**src/rtl/spi_obi_bridge_if.sv**
```systemverilog
// OBI manager-side bus bundle used between spi_obi_bridge and the on-chip fabric.
`timescale 1ns/1ps
interface spi_obi_bridge_if #(
  parameter int ADDR_WIDTH = 32,
  parameter int DATA_WIDTH = 32
);
  // Address phase: req/gnt handshake, transfer when both are high on a clock edge;
  // addr/wdata/we/be stay stable while req is high. Response phase: rvalid, no back-pressure.
  logic                    req;
  logic                    gnt;
  logic [ADDR_WIDTH-1:0]   addr;
  logic [DATA_WIDTH-1:0]   wdata;
  logic                    we;
  logic [DATA_WIDTH/8-1:0] be;
  logic                    rvalid;
  logic [DATA_WIDTH-1:0]   rdata;

  modport master (output req, addr, wdata, we, be, input gnt, rvalid, rdata);
  modport slave  (input req, addr, wdata, we, be, output gnt, rvalid, rdata);
endinterface

```
**src/rtl/spi_obi_bridge.sv**
```systemverilog
// SPI mode-0 slave that decodes WRITE/READ command frames into single-word OBI
// manager accesses; the SPI front end and the OBI FSM run independently.
`timescale 1ns/1ps
module spi_obi_bridge #(
  parameter int ADDR_WIDTH  = 32,
  parameter int DATA_WIDTH  = 32,
  parameter int SYNC_STAGES = 2,
  parameter int DUMMY_BITS  = 8
) (
  input  logic                  clk_i,
  input  logic                  rst_i,
  input  logic                  spi_ss_i,
  input  logic                  spi_sclk_i,
  input  logic                  spi_mosi_i,
  output logic                  spi_miso_o,
  spi_obi_bridge_if.master      obi,
  output logic                  busy_o,
  output logic                  err_o,
  output logic [2:0]            dbg_spi_state_o,
  output logic [1:0]            dbg_obi_state_o
);
  localparam int SHW    = (ADDR_WIDTH > DATA_WIDTH) ? ADDR_WIDTH : DATA_WIDTH;
  localparam int CNTMAX = (SHW > DUMMY_BITS) ? SHW : DUMMY_BITS;
  localparam int CNT_W  = $clog2(CNTMAX + 1);
  localparam logic [7:0] CMD_WRITE = 8'h01;
  localparam logic [7:0] CMD_READ  = 8'h02;
  localparam logic [DATA_WIDTH-1:0] BAD_WORD = {(DATA_WIDTH/16){16'hBAD0}};

  typedef enum logic [2:0] {S_IDLE, S_CMD, S_ADDR, S_WDATA, S_DUMMY, S_RDATA, S_DISCARD} spi_state_t;
  typedef enum logic [1:0] {O_IDLE, O_REQ, O_RESP} obi_state_t;

  spi_state_t r_spi_state, w_spi_next;
  obi_state_t r_obi_state, w_obi_next;

  logic [SYNC_STAGES-1:0] r_ss_sync, r_sclk_sync, r_mosi_sync;
  logic                   r_ss_d, r_sclk_d;
  logic [CNT_W-1:0]       r_bit_cnt;
  logic [SHW-1:0]         r_shift;
  logic [7:0]             r_cmd;
  logic [ADDR_WIDTH-1:0]  r_addr;
  logic [DATA_WIDTH-1:0]  r_miso_sr, r_rbuf;
  logic                   r_rbuf_valid, r_rd_want, r_err;
  logic [ADDR_WIDTH-1:0]  r_obi_addr;
  logic [DATA_WIDTH-1:0]  r_obi_wdata;
  logic                   r_obi_we;
  logic [DATA_WIDTH/8-1:0] r_obi_be;

  logic w_ss, w_sclk, w_mosi, w_ss_fall, w_ss_rise, w_sclk_rise, w_sclk_fall;
  logic w_launch_rd, w_launch_wr, w_launch, w_obi_idle, w_drop, w_bad_cmd, w_load_miso, w_underrun;
  logic [SHW-1:0] w_shift_next;
  logic [7:0]     w_cmd_byte;

  // SS resets high so leaving reset never looks like a frame start.
  always_ff @(posedge clk_i or posedge rst_i) begin
    if (rst_i) begin
      r_ss_sync   <= '1;
      r_sclk_sync <= '0;
      r_mosi_sync <= '0;
      r_ss_d      <= 1'b1;
      r_sclk_d    <= 1'b0;
    end else begin
      r_ss_sync   <= {r_ss_sync[SYNC_STAGES-2:0], spi_ss_i};
      r_sclk_sync <= {r_sclk_sync[SYNC_STAGES-2:0], spi_sclk_i};
      r_mosi_sync <= {r_mosi_sync[SYNC_STAGES-2:0], spi_mosi_i};
      r_ss_d      <= w_ss;
      r_sclk_d    <= w_sclk;
    end
  end

  assign w_ss         = r_ss_sync[SYNC_STAGES-1];
  assign w_sclk       = r_sclk_sync[SYNC_STAGES-1];
  assign w_mosi       = r_mosi_sync[SYNC_STAGES-1];
  assign w_ss_fall    = r_ss_d & ~w_ss;
  assign w_ss_rise    = ~r_ss_d & w_ss;
  assign w_sclk_rise  = ~r_sclk_d & w_sclk;
  assign w_sclk_fall  = r_sclk_d & ~w_sclk;
  assign w_shift_next = {r_shift[SHW-2:0], w_mosi};
  assign w_cmd_byte   = w_shift_next[7:0];

  always_comb begin
    w_spi_next  = r_spi_state;
    w_launch_rd = 1'b0;
    w_launch_wr = 1'b0;
    w_bad_cmd   = 1'b0;
    w_load_miso = 1'b0;
    if (w_ss_rise) begin
      w_spi_next = S_IDLE;
    end else if (w_ss_fall) begin
      w_spi_next = S_CMD;
    end else begin
      case (r_spi_state)
        S_CMD: if (w_sclk_rise && r_bit_cnt == CNT_W'(7)) begin
          if (w_cmd_byte == CMD_WRITE || w_cmd_byte == CMD_READ) w_spi_next = S_ADDR;
          else begin
            w_spi_next = S_DISCARD;
            w_bad_cmd  = 1'b1;
          end
        end
        S_ADDR: if (w_sclk_rise && r_bit_cnt == CNT_W'(ADDR_WIDTH-1)) begin
          if (r_cmd == CMD_WRITE) w_spi_next = S_WDATA;
          else begin
            w_spi_next  = S_DUMMY;
            w_launch_rd = 1'b1;
          end
        end
        S_WDATA: if (w_sclk_rise && r_bit_cnt == CNT_W'(DATA_WIDTH-1)) begin
          w_spi_next  = S_IDLE;
          w_launch_wr = 1'b1;
        end
        // The fall after the last dummy sample is where the first data bit must appear.
        S_DUMMY: if (w_sclk_fall && r_bit_cnt == CNT_W'(DUMMY_BITS)) begin
          w_spi_next  = S_RDATA;
          w_load_miso = 1'b1;
        end
        S_RDATA: if (w_sclk_rise && r_bit_cnt == CNT_W'(DATA_WIDTH-1)) w_spi_next = S_IDLE;
        default: ;
      endcase
    end
  end

  assign w_launch   = w_launch_rd | w_launch_wr;
  assign w_obi_idle = (r_obi_state == O_IDLE);
  assign w_drop     = w_launch & ~w_obi_idle;
  assign w_underrun = w_load_miso & ~r_rbuf_valid;

  always_comb begin
    w_obi_next = r_obi_state;
    case (r_obi_state)
      O_IDLE:  if (w_launch)   w_obi_next = O_REQ;
      O_REQ:   if (obi.gnt)    w_obi_next = O_RESP;
      O_RESP:  if (obi.rvalid) w_obi_next = O_IDLE;
      default: w_obi_next = O_IDLE;
    endcase
  end

  always_ff @(posedge clk_i or posedge rst_i) begin
    if (rst_i) begin
      r_spi_state <= S_IDLE;
      r_obi_state <= O_IDLE;
    end else begin
      r_spi_state <= w_spi_next;
      r_obi_state <= w_obi_next;
    end
  end

  always_ff @(posedge clk_i or posedge rst_i) begin
    if (rst_i) begin
      r_bit_cnt    <= '0;
      r_shift      <= '0;
      r_cmd        <= '0;
      r_addr       <= '0;
      r_miso_sr    <= '0;
      r_rbuf       <= '0;
      r_rbuf_valid <= 1'b0;
      r_rd_want    <= 1'b0;
      r_err        <= 1'b0;
      r_obi_addr   <= '0;
      r_obi_wdata  <= '0;
      r_obi_we     <= 1'b0;
      r_obi_be     <= '0;
    end else begin
      r_err <= w_bad_cmd | w_drop | w_underrun;
      if (w_spi_next != r_spi_state || w_ss_fall) r_bit_cnt <= '0;
      else if (w_sclk_rise && r_spi_state != S_IDLE && r_spi_state != S_DISCARD) r_bit_cnt <= r_bit_cnt + 1'b1;
      if (w_sclk_rise && (r_spi_state == S_CMD || r_spi_state == S_ADDR || r_spi_state == S_WDATA))
        r_shift <= w_shift_next;
      if (r_spi_state == S_CMD && w_spi_next == S_ADDR) r_cmd <= w_cmd_byte;
      if (r_spi_state == S_ADDR && w_spi_next == S_WDATA) r_addr <= w_shift_next[ADDR_WIDTH-1:0];
      if (w_load_miso) r_miso_sr <= r_rbuf_valid ? r_rbuf : BAD_WORD;
      else if (r_spi_state == S_RDATA && w_sclk_fall) r_miso_sr <= {r_miso_sr[DATA_WIDTH-2:0], 1'b0};
      // r_rd_want marks whether the in-flight read still has a frame waiting for it.
      if (w_ss_fall) r_rbuf_valid <= 1'b0;
      if (w_launch_rd) begin
        r_rbuf_valid <= 1'b0;
        r_rd_want    <= w_obi_idle;
      end else if (w_ss_rise || w_underrun) begin
        r_rd_want <= 1'b0;
      end else if (r_obi_state == O_RESP && obi.rvalid && !r_obi_we) begin
        if (r_rd_want) begin
          r_rbuf       <= obi.rdata;
          r_rbuf_valid <= 1'b1;
        end
        r_rd_want <= 1'b0;
      end
      if (w_launch && w_obi_idle) begin
        r_obi_addr  <= w_launch_rd ? w_shift_next[ADDR_WIDTH-1:0] : r_addr;
        r_obi_wdata <= w_launch_wr ? w_shift_next[DATA_WIDTH-1:0] : '0;
        r_obi_we    <= w_launch_wr;
        r_obi_be    <= '1;
      end
    end
  end

  assign obi.req         = (r_obi_state == O_REQ);
  assign obi.addr        = r_obi_addr;
  assign obi.wdata       = r_obi_wdata;
  assign obi.we          = r_obi_we;
  assign obi.be          = r_obi_be;
  assign busy_o          = ~w_obi_idle;
  assign err_o           = r_err;
  assign spi_miso_o      = (r_spi_state == S_RDATA) & r_miso_sr[DATA_WIDTH-1];
  assign dbg_spi_state_o = r_spi_state;
  assign dbg_obi_state_o = r_obi_state;
endmodule
```
**src/flat_wrapper.sv**
```systemverilog
// flat-port wrapper written by rule: the top's interface ports become plain ports
module spi_obi_bridge_flat 
#(
  parameter int ADDR_WIDTH  = 32,
  parameter int DATA_WIDTH  = 32,
  parameter int SYNC_STAGES = 2,
  parameter int DUMMY_BITS  = 8
)
  (clk_i, rst_i, spi_ss_i, spi_sclk_i, spi_mosi_i, spi_miso_o, busy_o, err_o, dbg_spi_state_o, dbg_obi_state_o, obi_req, obi_addr, obi_wdata, obi_we, obi_be, obi_gnt, obi_rvalid, obi_rdata);
  spi_obi_bridge_if #(.ADDR_WIDTH(ADDR_WIDTH), .DATA_WIDTH(DATA_WIDTH)) obi_i ();
  input  logic clk_i;
  input  logic rst_i;
  input  logic spi_ss_i;
  input  logic spi_sclk_i;
  input  logic spi_mosi_i;
  output logic spi_miso_o;
  output logic busy_o;
  output logic err_o;
  output logic [2:0] dbg_spi_state_o;
  output logic [1:0] dbg_obi_state_o;
  output wire logic [$bits(obi_i.req)-1:0] obi_req;
  output wire logic [$bits(obi_i.addr)-1:0] obi_addr;
  output wire logic [$bits(obi_i.wdata)-1:0] obi_wdata;
  output wire logic [$bits(obi_i.we)-1:0] obi_we;
  output wire logic [$bits(obi_i.be)-1:0] obi_be;
  input wire logic [$bits(obi_i.gnt)-1:0] obi_gnt;
  input wire logic [$bits(obi_i.rvalid)-1:0] obi_rvalid;
  input wire logic [$bits(obi_i.rdata)-1:0] obi_rdata;
  assign obi_req = obi_i.req;
  assign obi_addr = obi_i.addr;
  assign obi_wdata = obi_i.wdata;
  assign obi_we = obi_i.we;
  assign obi_be = obi_i.be;
  assign obi_i.gnt = obi_gnt;
  assign obi_i.rvalid = obi_rvalid;
  assign obi_i.rdata = obi_rdata;
  spi_obi_bridge #(.ADDR_WIDTH(ADDR_WIDTH), .DATA_WIDTH(DATA_WIDTH), .SYNC_STAGES(SYNC_STAGES), .DUMMY_BITS(DUMMY_BITS)) u_core (.clk_i(clk_i), .rst_i(rst_i), .spi_ss_i(spi_ss_i), .spi_sclk_i(spi_sclk_i), .spi_mosi_i(spi_mosi_i), .spi_miso_o(spi_miso_o), .obi(obi_i), .busy_o(busy_o), .err_o(err_o), .dbg_spi_state_o(dbg_spi_state_o), .dbg_obi_state_o(dbg_obi_state_o));
endmodule
```
**config.mk**
```make
export PLATFORM = sky130hd
export DESIGN_NAME = spi_obi_bridge_flat
export DESIGN_NICKNAME = d
export VERILOG_FILES = /design/src/rtl/spi_obi_bridge_if.sv /design/src/rtl/spi_obi_bridge.sv /design/src/flat_wrapper.sv
export SDC_FILE = /design/constraint.sdc
export NUM_CORES = 1
export LEC_CHECK = 0
export CORE_ASPECT_RATIO = 1.1
export CORE_MARGIN = 3
export CORE_UTILIZATION = 50
export DETAILED_ROUTE_END_ITERATION = 8
export PLACE_DENSITY = 0.73
export SLEW_MARGIN = 20
export SYNTH_ARGS = -nofsm -noshare
export SYNTH_HDL_FRONTEND = slang
export SYNTH_SLANG_ARGS = --single-unit
export TNS_END_PERCENT = 20
```
**constraint.sdc**
```tcl
create_clock -name clk_i -period 7.5 [get_ports clk_i]
set_input_delay 0.75 -clock clk_i [delete_from_list [all_inputs] [get_ports clk_i]]
set_output_delay 0.75 -clock clk_i [all_outputs]
set_load 0.05 [all_outputs]
```
==> run_results.csv <==
group,metric,value,unit
outcome,status,"finished clean",
worst_setup_path,crit_arrival,2340,ps
finish,fin_nets,882,
placement,placed_area,10700,um2
routing,ant_nets,0,
clocking,post_cts_resized,0,
floorplan,coreArea,18400,um2
synthesis,synth_edf_count,0,
worst_setup_path,regToRegEndpoint,"u_core.r_addr[14]",
synthesis,ys_ff_latch,223,
placement,dp_hpwl,12400,um
clocking,cts_setup_buffers,0,
clocking,path_clk_slew,60,ps
floorplan,rows,52,
clocking,cts_buffer_depth,3,
sta,setup_viol,0,
synthesis,synth_warnings,0,
clocking,clockRootBuffer,"clkbuf_16",
clocking,tritoncts,"yes",
sta,drv_slew,0,
pwr,power.leakage,0.00559,uW
flow_run,drv_cap,0,
grt,overflow,0,
grt,grt_max_degree,139,
grt,grt_pass1_vias,6383,
pwr,p_per_area,220,nW/um2
synthesis,postSynthAreaPerCell,12.7,um2
grt,grt_use_total,19.4,%
routing,num_vias,6121,
synthesis,ys.flop_type,"dfrtp_1",
clocking,cts_made_buffers,23,
worst_setup_path,worstPathMaxFanout,21,
clocking,cts_hold_buf,0,
synthesis,synth-async-reset-ratio,100,%
clocking,cts-htree-levels,1,
sta,hold_violations,0,
sta,relSlewSlack,36.0,%
worst_setup_path,critPathKind,"reg -> out",
synthesis,yosysSeqAreaShare,59.3,%
finish,drive_gt1_share,15.3,%
finish,layout.cells.most_common,"dfrtp_1",
floorplan,die_y,150,um
grt,antenna_found_initial,0,
min_path,min-delay-path-class,"reg -> reg",
worst_setup_path,reg2reg_slack,4510,ps
worst_setup_path,reg2reg_depth,5,
floorplan,die_x,137,um
min_path,min_path_cells,0,
finish,final_cell_mix,"dfrtp_1, clkdlybuf4s50_1, nand2_1",
worst_setup_path,reg2reg_from,"u_core.r_cmd[3]",
placement,io_buffer_count,116,
synthesis,syn-num-nets,785,
pwr,total_power,2520,uW
sta,worst_pin_slew,959,ps
clocking,cts_sinks,223,
finish,area_growth,21.6,%
worst_setup_path,start_kind,"register",
finish,finalInstanceArea,11500,um2
sta,timing.fmax,324,MHz
min_path,worstHoldEndpoint,"u_core.r_mosi_sync[1]",
clocking,clk_latency,510,ps
min_path,worstHoldStart,"u_core.r_mosi_sync[0]",
sta,fin_tns_setup,0,ps
floorplan,dieArea,20500,um2
sta,period_needed,3090,ps
placement,gp_congestion,0.841,
finish,fillCellCount,1374,
routing,wire_per_inst,18.0,um
routing,viasPerCell,5.56,
worst_setup_path,worst_ep_required_time,6750,ps
synthesis,syn_area,9410,um2
grt,grt_pass1_wl,32400,um
worst_setup_path,cp-end-kind,"primary output",
sta,rsz0062_at_grt,"no",
pwr,ir_drop,170,uV
floorplan,io_pins,117,
synthesis,netlist_instances,744,
routing,dr.first_iter.drc_count,317,
routing,remaining_drc_errors,0,
finish,diodes,0,
synthesis,ys_types,67,
floorplan,initial_core_util,51.1,%
routing,drt-pass1-iter-count,5,
sta,skew,14.9,ps
sta,fin_crit_sh,41.2,%
routing,drt_wl_total,19800,um
registers in the layout (all words and copies together) (netlist names), 3 cells and up:
| signal | flops |
|---|---|
| u_core.dbg_spi_state_o | 3 |
| u_core.obi.addr | 32 |
| u_core.obi.wdata | 32 |
| u_core.r_addr | 32 |
| u_core.r_bit_cnt | 6 |
| u_core.r_cmd | 8 |
| u_core.r_miso_sr | 32 |
| u_core.r_rbuf | 32 |
| u_core.r_shift | 31 |
kinds of logic after synthesis:
family / count (synthesis) / share of synthesized area [%]
AO/OA/AOI/OAI: 138 / 9.93
XOR/XNOR: 8 / 0.744
adder cells (fa/ha/maj): 3 / 0.372
buffers and inverters: 66 / 3.62
flip-flops: 223 / 59.3
multiplexers: 129 / 16.2
AND/OR/NAND/NOR: 177 / 9.82
final cells by class:
class | instances | area, um2 | share of cell area (%)
tap | 243 | 304 | 2.66
clock inverter | 6 | 86.3 | 0.754
timing repair buffer | 123 | 1220 | 10.6
multi-input combinational | 455 | 3510 | 30.7
inverter | 15 | 63.8 | 0.557
sequential | 223 | 5580 | 48.8
clock buffer | 35 | 681 | 5.94
critical path: stages (launching register included):
cell	delay, ps
dfrtp_1	730
and4b_1	290
clkdlybuf4s50_1	800
cell usage after synthesis (all sizes together), types with 3 or more instances:
cell	instances	area, um2
nor2	15	56.3
nand3	7	35.0
a21oi	21	105
a221o	7	70.1
nor2b	7	43.8
buf	28	198
mux2i	32	320
nor3b	3	27.5
a31oi	20	125
nand2b	7	43.8
and2	3	21.3
nor3	14	75.1
a22oi	5	37.5
nor4	4	40.0
and3	4	26.3
and3b	3	27.5
dfrtp	220	5510
inv	14	52.6
nand2	92	348
mux2	97	1200
nand4	3	33.8
a22o	32	280
clkbuf	23	86.3
xor2	6	52.6
o21ai	37	185
nand3b	4	42.5
dfstp	3	78.8
per-stage QoR:
step	std cells	util [%]	worst slack [ps]	hold slack, ps
final	1100	62.2	4410	346
after global routing	1100	62.2	4330	354
after CTS	1100	62.2	4400	349
after detailed placement	1059	58.0	4380	336
after global placement	1059	58.0	4490	333
after floorplan	744	-	649	331
report_power, final:
part           leakage [uW]  switching, uW  internal, uW  total [uW]
combinational       0.00214           53.5          52.2         106
sequential          0.00308           39.4          1230        1270
clock              0.000374            451           694        1140
layer usage:
layer	vias to the layer above	global-route usage, %	routed length [um]	share of wire (%)
met2	165	32.2	9570	48
li1	2833	-	-	-
met1	3098	27.0	8870	45
met4	0	3.94	261	1.3
met3	25	3.23	1110	5.6
met5	-	0	0	0
how the worst max path moves through the flow:
stage,from,to,slack [ps],cells after the start
3_3_place_gp,rst_i,u_core.obi.wdata[30],4490,3
5_1_grt,u_core.dbg_spi_state_o[0],spi_miso_o,4330,2
3_5_place_dp,rst_i,u_core.obi.wdata[30],4380,3
6_report,u_core.dbg_spi_state_o[0],spi_miso_o,4410,2
2_1_floorplan,rst_i,u_core.dbg_obi_state_o[0],650,1
4_1_cts,u_core.dbg_spi_state_o[0],spi_miso_o,4400,2
Note: power is estimated with default switching activity, not from simulation.
